===== src/rtl/tmp_result_decoder.sv =====
// ---------------------------------------------------------------------------
// tmp_result_decoder
//
// Receive-side decoder for the temperature-sensor switch-control bus. It
// watches the sequencer's PA/PB/PC/PD phase pattern and its preChrg flag,
// counts high-charge (H) against all (H + L) balancing events over a frame
// of N_SAMPLES events, and publishes the H count to the back end over a
// valid/ready handshake.
//
// Parameters
//   CNT_W      width of the event counters and of code
//   N_SAMPLES  charge events per full frame (1 .. 2^CNT_W-1)
//
// Ports
//   clk         system clock, rising edge
//   reset       synchronous, active-high
//   preChrg     sequencer precharge flag; high forces IDLE, its fall starts
//               acquisition
//   PA..PD      sequencer phase switches
//   code_ready  back end accepts code
//   code        H count of the last published frame
//   code_valid  code holds an unconsumed result
//   ovf         sticky: a result was dropped because code was not consumed
//   frame_err   sticky: an illegal phase pattern was seen during ACQ
//   busy        high while acquiring or finishing a frame
//
// Build option
//   TMPDEC_AVG_EN  when defined, four consecutive frame results are summed
//                  and only their truncated average is published.
// ---------------------------------------------------------------------------
module tmp_result_decoder #(
  parameter int CNT_W     = 8,
  parameter int N_SAMPLES = 128
) (
  input  logic             clk,
  input  logic             reset,
  input  logic             preChrg,
  input  logic             PA,
  input  logic             PB,
  input  logic             PC,
  input  logic             PD,
  input  logic             code_ready,
  output logic [CNT_W-1:0] code,
  output logic             code_valid,
  output logic             ovf,
  output logic             frame_err,
  output logic             busy
);

  typedef enum logic [1:0] {S_IDLE, S_ACQ, S_DONE} state_t;
  typedef enum logic [2:0] {C_BLANK, C_H, C_L, C_OUT, C_ILL} class_t;

  localparam logic [CNT_W-1:0] N_LAST = CNT_W'(N_SAMPLES);
  localparam logic [CNT_W-1:0] ONE    = CNT_W'(1);

  state_t           state_q, state_d;
  class_t           curClass, prevClass_q;
  logic             preChrg_q, preChrgPrev_q;
  logic [3:0]       phase_q;
  logic [CNT_W-1:0] hCnt_q, hCnt_d;
  logic [CNT_W-1:0] nCnt_q, nCnt_d;
  logic [CNT_W-1:0] code_q, code_d;
  logic             codeValid_q, codeValid_d;
  logic             ovf_q, ovf_d;
  logic             frameErr_q, frameErr_d;
  logic             publish;
  logic [CNT_W-1:0] pubVal;
  logic             chargeEvent;
  logic             outRise;

`ifdef TMPDEC_AVG_EN
  logic [1:0]       frameCnt_q, frameCnt_d;
  logic [CNT_W+1:0] acc_q, acc_d;
  logic [CNT_W+1:0] accSum;

  // Running sum including the frame that is finishing right now.
  assign accSum = acc_q + {2'b00, hCnt_q};
`endif

  // Classify the registered phase pattern. The registered copy is the only
  // one used so that every decision sees a stable, synchronised value.
  always_comb begin
    curClass = C_ILL;
    casez (phase_q)
      4'b1100: curClass = C_H;
      4'b1010: curClass = C_L;
      4'b?111: curClass = C_OUT;
      4'b0000: curClass = C_BLANK;
      default: curClass = C_ILL;
    endcase
  end

  // A charge event is the first cycle of an H or L class; holding the same
  // class for several cycles must count once. OUT only matters on its entry.
  assign chargeEvent = (curClass != prevClass_q) &&
                       ((curClass == C_H) || (curClass == C_L));
  assign outRise     = (curClass == C_OUT) && (prevClass_q != C_OUT);

  // Next-state logic. preChrg wins over everything except reset, publishing
  // only happens in DONE, and counting only happens in ACQ, which gives the
  // required priority without any extra arbitration.
  always_comb begin
    state_d     = state_q;
    hCnt_d      = hCnt_q;
    nCnt_d      = nCnt_q;
    code_d      = code_q;
    codeValid_d = codeValid_q;
    ovf_d       = ovf_q;
    frameErr_d  = frameErr_q;
    publish     = 1'b0;
    pubVal      = hCnt_q;
`ifdef TMPDEC_AVG_EN
    frameCnt_d  = frameCnt_q;
    acc_d       = acc_q;
`endif

    if (codeValid_q && code_ready) begin
      codeValid_d = 1'b0;
    end

    if (preChrg_q) begin
      state_d = S_IDLE;
      hCnt_d  = '0;
      nCnt_d  = '0;
`ifdef TMPDEC_AVG_EN
      frameCnt_d = '0;
      acc_d      = '0;
`endif
    end else begin
      case (state_q)
        S_IDLE: begin
          hCnt_d = '0;
          nCnt_d = '0;
          // preChrg_q is already low here, so a high previous copy is a fall.
          if (preChrgPrev_q) begin
            state_d = S_ACQ;
          end
        end
        S_ACQ: begin
          if (curClass == C_ILL) begin
            frameErr_d = 1'b1;
          end
          if (nCnt_q == N_LAST) begin
            state_d = S_DONE;
          end else if (outRise && (nCnt_q != '0)) begin
            state_d = S_DONE;
          end else if (chargeEvent) begin
            nCnt_d = nCnt_q + ONE;
            if (curClass == C_H) begin
              hCnt_d = hCnt_q + ONE;
            end
          end
        end
        S_DONE: begin
          hCnt_d  = '0;
          nCnt_d  = '0;
          state_d = S_ACQ;
`ifdef TMPDEC_AVG_EN
          if (frameCnt_q == 2'd3) begin
            publish    = 1'b1;
            pubVal     = accSum[CNT_W+1:2];
            frameCnt_d = '0;
            acc_d      = '0;
          end else begin
            frameCnt_d = frameCnt_q + 2'd1;
            acc_d      = accSum;
          end
`else
          publish = 1'b1;
          pubVal  = hCnt_q;
`endif
        end
        default: state_d = S_IDLE;
      endcase
    end

    // A new result may replace code only if the old one is gone or is being
    // taken in this very cycle; otherwise it is dropped and flagged.
    if (publish) begin
      if (!codeValid_q || code_ready) begin
        code_d      = pubVal;
        codeValid_d = 1'b1;
      end else begin
        ovf_d = 1'b1;
      end
    end
  end

  // State, counters, input synchronisers and result registers.
  always_ff @(posedge clk) begin
    if (reset) begin
      state_q       <= S_IDLE;
      prevClass_q   <= C_BLANK;
      preChrg_q     <= 1'b0;
      preChrgPrev_q <= 1'b0;
      phase_q       <= '0;
      hCnt_q        <= '0;
      nCnt_q        <= '0;
      code_q        <= '0;
      codeValid_q   <= 1'b0;
      ovf_q         <= 1'b0;
      frameErr_q    <= 1'b0;
`ifdef TMPDEC_AVG_EN
      frameCnt_q    <= '0;
      acc_q         <= '0;
`endif
    end else begin
      state_q       <= state_d;
      prevClass_q   <= curClass;
      preChrg_q     <= preChrg;
      preChrgPrev_q <= preChrg_q;
      phase_q       <= {PA, PB, PC, PD};
      hCnt_q        <= hCnt_d;
      nCnt_q        <= nCnt_d;
      code_q        <= code_d;
      codeValid_q   <= codeValid_d;
      ovf_q         <= ovf_d;
      frameErr_q    <= frameErr_d;
`ifdef TMPDEC_AVG_EN
      frameCnt_q    <= frameCnt_d;
      acc_q         <= acc_d;
`endif
    end
  end

  assign code       = code_q;
  assign code_valid = codeValid_q;
  assign ovf        = ovf_q;
  assign frame_err  = frameErr_q;
  assign busy       = (state_q != S_IDLE);

endmodule


===== config.mk =====
export PLATFORM = sky130hd
export DESIGN_NAME = tmp_result_decoder
export DESIGN_NICKNAME = d
export VERILOG_FILES = /design/src/rtl/tmp_result_decoder.sv
export SDC_FILE = /design/constraint.sdc
export NUM_CORES = 1
export LEC_CHECK = 0
export ABC_CLOCK_PERIOD_IN_PS = 5100
export BUFFER_PORTS_ARGS = -buffer_cell sky130_fd_sc_hd__buf_4
export CORE_MARGIN = 2
export CORE_UTILIZATION = 45
export DETAILED_ROUTE_END_ITERATION = 7
export PLACE_DENSITY = 0.75
export SLEW_MARGIN = 5
export SYNTH_ARGS = -nofsm -noshare
export SYNTH_HDL_FRONTEND = slang
export SYNTH_SLANG_ARGS = --single-unit

===== constraint.sdc =====
create_clock -name clk -period 5.1 [get_ports clk]
set_clock_uncertainty 0.2 [all_clocks]
set_input_delay 0.51 -clock clk [delete_from_list [all_inputs] [get_ports clk]]
set_output_delay 0.51 -clock clk [all_outputs]
set_load 0.02 [all_outputs]

# ---- After elaboration in Yosys (flattened, before gate mapping)
# Cells that the tools add are included.
# Widths: inputs -> output; s select.
dict set report word_totals {
  mem_bits_rw 0
  mem_count 0
  romBits 0
  output_inout_bits 12
  ff_bits 38
  latchBits 0
  word_cells 72
  input_bits 8
}
dict set report classes {
  eq_ne 18
  n_lt_le_gt_ge 0
  add_sub_neg 2
  n_reduce_logical 20
  n_shift 0
  div 0
  n_mul 0
  n_mux 19
  bitwise 2
}
# op count
set op_table {}
lappend op_table {{$mux 8} 7}
lappend op_table {{$pmux 8 s2} 2}
lappend op_table {{$add 8x1->8 const B} 2}
lappend op_table {{$pmux 3 s4} 1}
lappend op_table {{$ne 2x2->1 const B} 5}
lappend op_table {{$eq 4x4->1 const B} 2}
lappend op_table {{$eq 8x8->1 const B} 1}
lappend op_table {{$reduce_bool 8->1} 1}
lappend op_table {{$eq 3x2->1 const B} 2}
lappend op_table {{$eq 3x3->1 const B} 2}
lappend op_table {{$mux 2} 3}
lappend op_table {{$pmux 2 s3} 1}
lappend op_table {{$reduce_and 2->1} 3}
lappend op_table {{$mux 1} 5}
lappend op_table {{$reduce_and 5->1} 1}
lappend op_table {{$logic_and 1x1->1} 4}
lappend op_table {{$logic_not 4->1} 1}
lappend op_table {{$reduce_and 4->1} 1}
lappend op_table {{$reduce_bool 2->1} 2}
lappend op_table {{$reduce_or 2->1} 2}
lappend op_table {{$eq 3x1->1 const B} 1}
lappend op_table {{$ne 3x2->1 const B} 1}
lappend op_table {{$ne 3x3->1} 1}
lappend op_table {{$ne 3x3->1 const B} 1}
lappend op_table {{7 further kinds} 9}

# ---- Depth between registers and ports, before layout
# Gate-level depths: netlist (run 1).
dict set report depth {
  depth_word 9
  mapped_depth 9
}

# ---- Least setup slack after synthesis (run 1)
# No wires, ideal clock.
dict set report synth_path {
  path_kind {register to register}
  start {register nCnt_q[0]}
  end {register hCnt_q[7]}
  stages_incl_launch_ff 9
  synth_period_minus_slack_ns 2.243
  arrival_ns 1.973
  path_slack_ns 2.857
  setup_ns 0.070
  n_path_buf 0
  path_cell_list {dfxtp_1 > inv_1 > ha_1 > nor2b_1 > and3_1 > nor3_2 > o2111ai_2 > or4_1 > a21oi_1}
}
dict set report synth_between {
  elab_chain_cells 4
  word_cells_on_any_way 6
  cone_classes {eq/ne: 3; reduce/logical: 3}
}
# element line_no
set synth_rtl {}
lappend synth_rtl {{start: declaration} 61} ;# logic [CNT_W-1:0] nCnt_q, nCnt_d;
lappend synth_rtl {{start signal: assignment} 214} ;# nCnt_q <= nCnt_d;
lappend synth_rtl {{$reduce_bool 8->1} 145} ;# end else if (outRise && (nCnt_q != '0)) begin
lappend synth_rtl {{$logic_and 1x1->1} 145}
lappend synth_rtl {{$ne 2x2->1 (no line)} -}
lappend synth_rtl {{$reduce_and 5->1 (no line) *} -}
lappend synth_rtl {{end signal: assignment} 213} ;# hCnt_q <= hCnt_d;
lappend synth_rtl {{end: declaration} 60} ;# logic [CNT_W-1:0] hCnt_q, hCnt_d;
# Every way passes the cells marked *; elsewhere a longest branch is shown, timed or not.
# A chain may end at the register's enable or synchronous reset.

# ---- Worst setup path after layout (run 1)
dict set report layout_path {
  start {register phase_q[2]}
  end {register nCnt_q[7]}
}
dict set report layout_between {
  elab_chain_cells 7
  word_cells_on_any_way 16
  cone_classes {eq/ne: 9; mux: 1; reduce/logical: 6}
}
# element line_no
set layout_rtl {}
lappend layout_rtl {{start: declaration} 59} ;# logic [3:0] phase_q;
lappend layout_rtl {{start signal: assignment} 212} ;# phase_q <= {PA, PB, PC, PD};
lappend layout_rtl {{$eq 4x4->1, or another cell as far along} 84} ;# casez (phase_q)
lappend layout_rtl {{$pmux 3 s4 *} 84}
lappend layout_rtl {{$eq 3x2->1, or another cell as far along} 97} ;# assign outRise = (curClass == C_OUT) && (prevClass_q != C_OUT);
lappend layout_rtl {{$logic_and 1x1->1 or $logic_or 1x1->1 (tied branches)} {97, 96}}
lappend layout_rtl {{$logic_and 1x1->1 (on tied branches)} {145, 95}}
lappend layout_rtl {{$ne 2x2->1 (no line)} -}
lappend layout_rtl {{$reduce_and 4->1 (no line) *} -}
# Marked as above.

==> metrics.txt, run 1 <==
WP data required=5.11 ns; first-pass GRT wire length=5580 um; post-route insts no fill=260; outcome=finished, final reports clean; Die H=around 66 um; Hold Crit Depth=2; Core ar.=~3700 um^2; Synth Net Count=203; most frequent cells in the layout=38 x dfxtp_1, 19 x nor2_1, 19 x buf_4; register area share after synthesis=0.438; WL/cell=12.7 um; Post-DRT Antenna Nets=0; global-route usage over all layers=0.166; fraction of registers with async set/reset=0; setup tns final=0 ns; Most used DFF post-synth=dfxtp_1; vias in the first global route=1,237; # setup viols final=0; Fmax achieved=373 MHz; TritonCTS clock tree=done; met2 Track Usage GR=0.250; leakage power=0.757 nW; fillers=350; Place WS=2.50 ns; Clock transition at path regs=0.07 ns; CP Max Fanout=16; Slew Limit Fails=0; Netlist cell types=45; antenna cells=0; area of the mapped netlist=1740 um^2; via/cell ratio=5.50; PnR worst setup slack=2.42 ns; CTS Root Cell=clkbuf_8; post-route cell area=1990 um^2; Die Wd=roughly 66 um; antenna violations before repair=0; Worst-Margin Slew=0.911 ns; met3 Use GR=0.0511; pin count of the biggest net entering global routing=23; synth-to-layout area growth=14.6%; critical path class=reg2reg; routed via count=1,429; slew margin rel.=0.389; die area=~4400 um^2; Post-route DRC=0; clock insertion delay at the later pin of the skew report=0.29 ns; FP Rows=22; Port Buffer Count=19; Initial Utilization=0.470; hold slack=0.230 ns; Area after DPL=around 1900 um^2; Post-Route Utilization=0.539; gpl congestion=0.780; Worst Setup End Kind=register; GR peak layer=met2; Nets=~220; layout cells sized above 1=0.160; WP data arrival=2.69 ns; drt first-iter violations=77; Synth Instances=192; post-synth top area share=0.438; clk buf depth=2; Inserted Clock Buffers=5; crit path launch type=register; cell taking the most area after synthesis=dfxtp_1; PwrDens=about 270 nW/um^2; Final Power=0.534 mW; RSZ-0062 raised after global routing=no; fin crit share=0.526; remaining global-route overflow=0; Synth Register Bits=38; htree depth=2; drt first pass iters=4; reg2reg path depth=6; DP Cell Count=around 250; I/O pin total=20; Final Hold Vio Count=0; Total Wirelength=between 3000 and 4000 um; Final min period=2.68 ns; Syn Area/Cell=9.04 um^2; synth warn=0; commonest non-fill, non-tap cell in the layout=dfxtp_1; Hold-fix buffers, CTS=0; Hold Path Class=in2reg; CTS-repair resized insts=0; EDFF count, synth=0; max cap viols=0; Area contributors post-synth=dfxtp_1 44%, mux2i_1 5.2%, nor2_1 4.1%, a21oi_1 4.0%, nand2_1 3.5%; clock tree sinks=38; met1 usage=0.219; Worst VDD drop=112 uV; DP HPWL=2330 um; Post-CTS Setup Repair Bufs=0
[power by group]
| part | switching (mW) | total [mW] | leakage [nW] | internal (mW) |
|---|---|---|---|---|
| Sequential | 0.00654 | 0.307 | 0.308 | 0.301 |
| Clock | 0.100 | 0.192 | 0.0438 | 0.0916 |
| Combinational | 0.0182 | 0.0346 | 0.405 | 0.0164 |
[logic make-up (layout without fill, tap and decap cells)]
logic type / after synthesis / after routing / share of synthesized area
simple gates: 80 / 80 / 0.247
fa+ha+maj: 3 / 3 / 0.0216
buf+inv: 15 / 35 / 0.0360
mux: 9 / 9 / 0.0519
compound gates: 43 / 43 / 0.174
xor+xnor: 4 / 4 / 0.0310
flops: 38 / 38 / 0.438
[Yosys cell counts, types with 3 or more instances]
| cell | instances |
|---|---|
| or3_1 | 7 |
| dfxtp_1 | 38 |
| nor2_1 | 19 |
| ha_1 | 3 |
| clkbuf_1 | 3 |
| nand4_1 | 3 |
| nand2_1 | 16 |
| nor2b_1 | 7 |
| a21oi_1 | 14 |
| nand3_1 | 7 |
| o21ai_0 | 8 |
| inv_1 | 9 |
| mux2i_1 | 9 |
| nor4_1 | 3 |
| or4_1 | 4 |
| o31ai_1 | 6 |
[metal layers]
| layer | share of wire | wire length [um] | vias up |
|---|---|---|---|
| met1 | 0.48 | 1580 | 674 |
| met3 | 0.037 | 122 | 6 |
| li1 | - | - | 731 |
| met2 | 0.46 | 1530 | 18 |
| met5 | 0 | 0 | - |
| met4 | 0.018 | 60 | 0 |
[area by class of cell]
type	instances	area (um^2)	area share
Clock buffer	5	68.8	0.0346
Clock inverter	2	10.0	0.00503
Inverter	9	33.8	0.0170
Multi-Input combinational cell	139	912	0.459
Sequential cell	38	761	0.383
Tap cell	48	60.1	0.0302
Timing Repair Buffer	19	143	0.0717
[worst paths after layout]
| check | startpoint | end | slack [ns] |
|---|---|---|---|
| worst max-delay path | phase_q[2] | nCnt_q[7] | 2.42 |
| worst min-delay path | PD | phase_q[0] | 0.23 |
| worst max register to register | phase_q[2] | nCnt_q[7] | 2.42 |
| worst min register to register | frame_err | frame_err | 0.26 |
[state kept, by name, summed over array words and instances, names as in the netlist]
| register | cells |
|---|---|
| prevClass_q | 3 |
| preChrg_q | 1 |
| nCnt_q | 8 |
| code | 8 |
| state_q | 2 |
| phase_q | 4 |
| ovf | 1 |
| hCnt_q | 8 |
| frame_err | 1 |
| preChrgPrev_q | 1 |
| code_valid | 1 |
[critical path: stages, from the launching register on]
cell and delay [ns]:
dfxtp_1 0.54, and4bb_1 0.29, a211o_4 0.31, xnor2_4 0.15, o21ai_1 0.72, o21ai_0 0.24
a21oi_1 0.16
Note: power is estimated with default switching activity, not from simulation.
==> inputs of run 2 (changes only) <==
--- a/config.mk
+++ b/config.mk
@@ -5,7 +5,8 @@
 export SDC_FILE = /design/constraint.sdc
 export NUM_CORES = 1
 export LEC_CHECK = 0
-export ABC_CLOCK_PERIOD_IN_PS = 5100
+export ABC_AREA = 1
+export ABC_CLOCK_PERIOD_IN_PS = 2600
 export BUFFER_PORTS_ARGS = -buffer_cell sky130_fd_sc_hd__buf_4
 export CORE_MARGIN = 2
 export CORE_UTILIZATION = 45
==> constraint.sdc (replaced) <==
create_clock -name clk -period 2.6 [get_ports clk]
set_clock_uncertainty 0.2 [all_clocks]
set_input_delay 0.26 -clock clk [delete_from_list [all_inputs] [get_ports clk]]
set_output_delay 0.26 -clock clk [all_outputs]
set_load 0.02 [all_outputs]
==> metrics.txt, run 2 <==
Area after DPL=1990 um^2; Inserted Clock Buffers=5; Post-route DRC=0; Synth Register Bits=38; Total Wirelength=3470 um; Place WS=between 0.5 and 0.6 ns; WL/cell=10.7 um; gpl congestion=0.832; leakage power=0.919 nW; reg2reg path depth=6; Hold Path Class=in2reg; R2R setup slack=0.51 ns; Die H=roughly 67 um; commonest non-fill, non-tap cell in the layout=nor2_1; Area contributors post-synth=dfxtp_1 42%, nor2_1 8.8%, nand2_1 7.9%, inv_1 5.8%, a21oi_1 4.4%; Syn Area/Cell=7.27 um^2; Hold Crit Depth=2; htree depth=2; met3 routed WL=134 um; Synth Net Count=259; die area=4530 um^2; Gate power share=0.066; Final Hold Vio Count=0; post-synth top area share=0.422; wire length on met1=1760 um; DP Cell Count=about 310; area of the mapped netlist=1800 um^2; PnR worst setup slack=0.512 ns; Worst-Margin Slew=0.558 ns; Initial Utilization=0.481; Worst VDD drop=391 uV; CTS Root Cell=clkbuf_8; outcome=finished, final reports clean; part of the power in registers=0.561; Post-DRT Antenna Nets=0; fin crit share=0.803; global-route usage over all layers=0.182; PwrDens=between 400 and 500 nW/um^2; commonest cells in the netlist=42 x nor2_1, 38 x dfxtp_1, 38 x nand2_1, 28 x inv_1, 16 x a21oi_1; layout cells sized above 1=0.184; fraction of registers with async set/reset=0; antenna cells=0; via/cell ratio=4.78; remaining global-route overflow=0; hold_sp=reset; Worst Setup End Kind=register; first-pass GRT wire length=6070 um; Die Wd=67.3 um; fillers=about 360; Clock transition at path regs=0.07 ns; Most used DFF post-synth=dfxtp_1; TritonCTS clock tree=done; Port Buffer Count=19; antenna violations before repair=0; Fmax achieved=479 MHz; Worst R2R End=code[5]; drt first pass iters=4; FP Rows=22; Post-CTS Setup Repair Bufs=0; EDFF count, synth=0; synth warn=0; Core ar.=between 3000 and 4000 um^2; Synth Instances=roughly 250; WP data arrival=2.08 ns; cell taking the most area after synthesis=dfxtp_1; pin count of the biggest net entering global routing=16; most frequent cells in the layout=42 x nor2_1, 38 x nand2_1, 38 x dfxtp_1; routed via count=roughly 1,600; crit path launch type=register; clk buf depth=2; post-route insts no fill=325; CP Max Fanout=15; Netlist cell types=29; met2 routed WL=1500 um; drt first-iter violations=105; critical path class=reg2reg; WP data required=2.59 ns; clock insertion delay at the later pin of the skew report=between 0.2 and 0.3 ns; clock share of power=0.374; Int Pwr=approximately 0.81 mW; FF-to-FF Start=state_q[0]; setup tns final=0 ns; DP HPWL=about 2500 um; most frequent cell after synthesis=nor2_1; P_sw=0.260 mW; max cap viols=0; post-route cell area=2130 um^2; vias in the first global route=1,374; slew margin rel.=0.627; clock tree sinks=38; uppermost layer routed=met4; synth-to-layout area growth=18.3%; Slew Limit Fails=0; Final min period=2.09 ns; Final Power=roughly 1.1 mW; Nets=287; switching part of the total power=0.244; # setup viols final=0; I/O pin total=20; RSZ-0062 raised after global routing=no; register area share after synthesis=0.422; Worst Hold End=phase_q[0]
run 2: cell count changes after synthesis, sizes merged, moves of 7 or more:
cell	delta
inv	+26
mux2i	-9
nand2	+30
nand3	+11
nor2	+28
nor2b	-7
or3	-7
run 2: logic make-up after synthesis:
| group | count (synthesis) | synth area share |
|---|---|---|
| buffers and inverters | 40 | 0.0840 |
| adder cells (fa/ha/maj) | 3 | 0.0208 |
| XOR/XNOR | 7 | 0.0340 |
| AO/OA/AOI/OAI | 36 | 0.110 |
| AND/OR/NAND/NOR | 124 | 0.328 |
| flip-flops | 38 | 0.422 |
run 2: power groups by stage:
| stage | registers [mW] | clock network (mW) | logic [mW] |
|---|---|---|---|
| floorplan | 0.610 | 0 | 0.0468 |
| global placement | 0.611 | 0 | 0.0624 |
| detailed placement | 0.611 | 0 | 0.0641 |
| CTS | 0.598 | 0.413 | 0.0702 |
| global route | 0.599 | 0.440 | 0.0787 |
| finish | 0.598 | 0.398 | 0.0699 |
run 2: cell type report:
type	count	area, um^2	area share
Sequential cell	38	761	0.357
Tap cell	48	60.1	0.0282
Inverter	37	139	0.0651
Clock inverter	3	21.3	0.00998
Multi-Input combinational cell	170	890	0.417
Clock buffer	5	68.8	0.0323
Timing Repair Buffer	24	193	0.0904
run 2: worst max-delay path by stage:
stage               start        end  slack (ns)  cells past startpoint
2_1_floorplan   nCnt_q[0]  hCnt_q[0]        0.86                     12
3_3_place_gp   state_q[0]    code[5]        0.62                      6
3_5_place_dp   state_q[0]    code[6]        0.53                      6
4_1_cts        state_q[0]    code[6]        0.53                      6
5_1_grt        state_q[0]    code[5]        0.18                      6
6_report       state_q[0]    code[5]        0.51                      6
run 2: stage by stage:
| stage | hold WS (ns) | utilization |
|---|---|---|
| 3_3_place_gp | 0.214 | 0.532 |
| 6_report | 0.0103 | 0.570 |
| 4_1_cts | 0.00681 | 0.570 |
| 3_5_place_dp | 0.213 | 0.532 |
| 5_1_grt | 0.00673 | 0.570 |
| 2_1_floorplan | 0.167 | - |
run 2: timing repair:
| item | CTS | global route |
|---|---|---|
| setup endpoints to repair | 0 | 0 |
| hold endpoints to repair | 5 | 0 |
| hold buffers | 5 | 0 |
| resized for setup | 0 | 0 |
run 2: worst max-delay path, stage by stage (launching register included):
cell and delay, ns:
dfxtp_1 0.49, nor3_1 0.38, inv_1 0.07, nor2_1 0.44
inv_1 0.20, nor2_1 0.15, nor2_1 0.06
run 2: per-layer routing:
metal	GRT usage	vias to the layer above
met3	0.0600	6
met5	0	-
met4	0.0918	0
li1	-	849
met1	0.243	676
met2	0.260	24
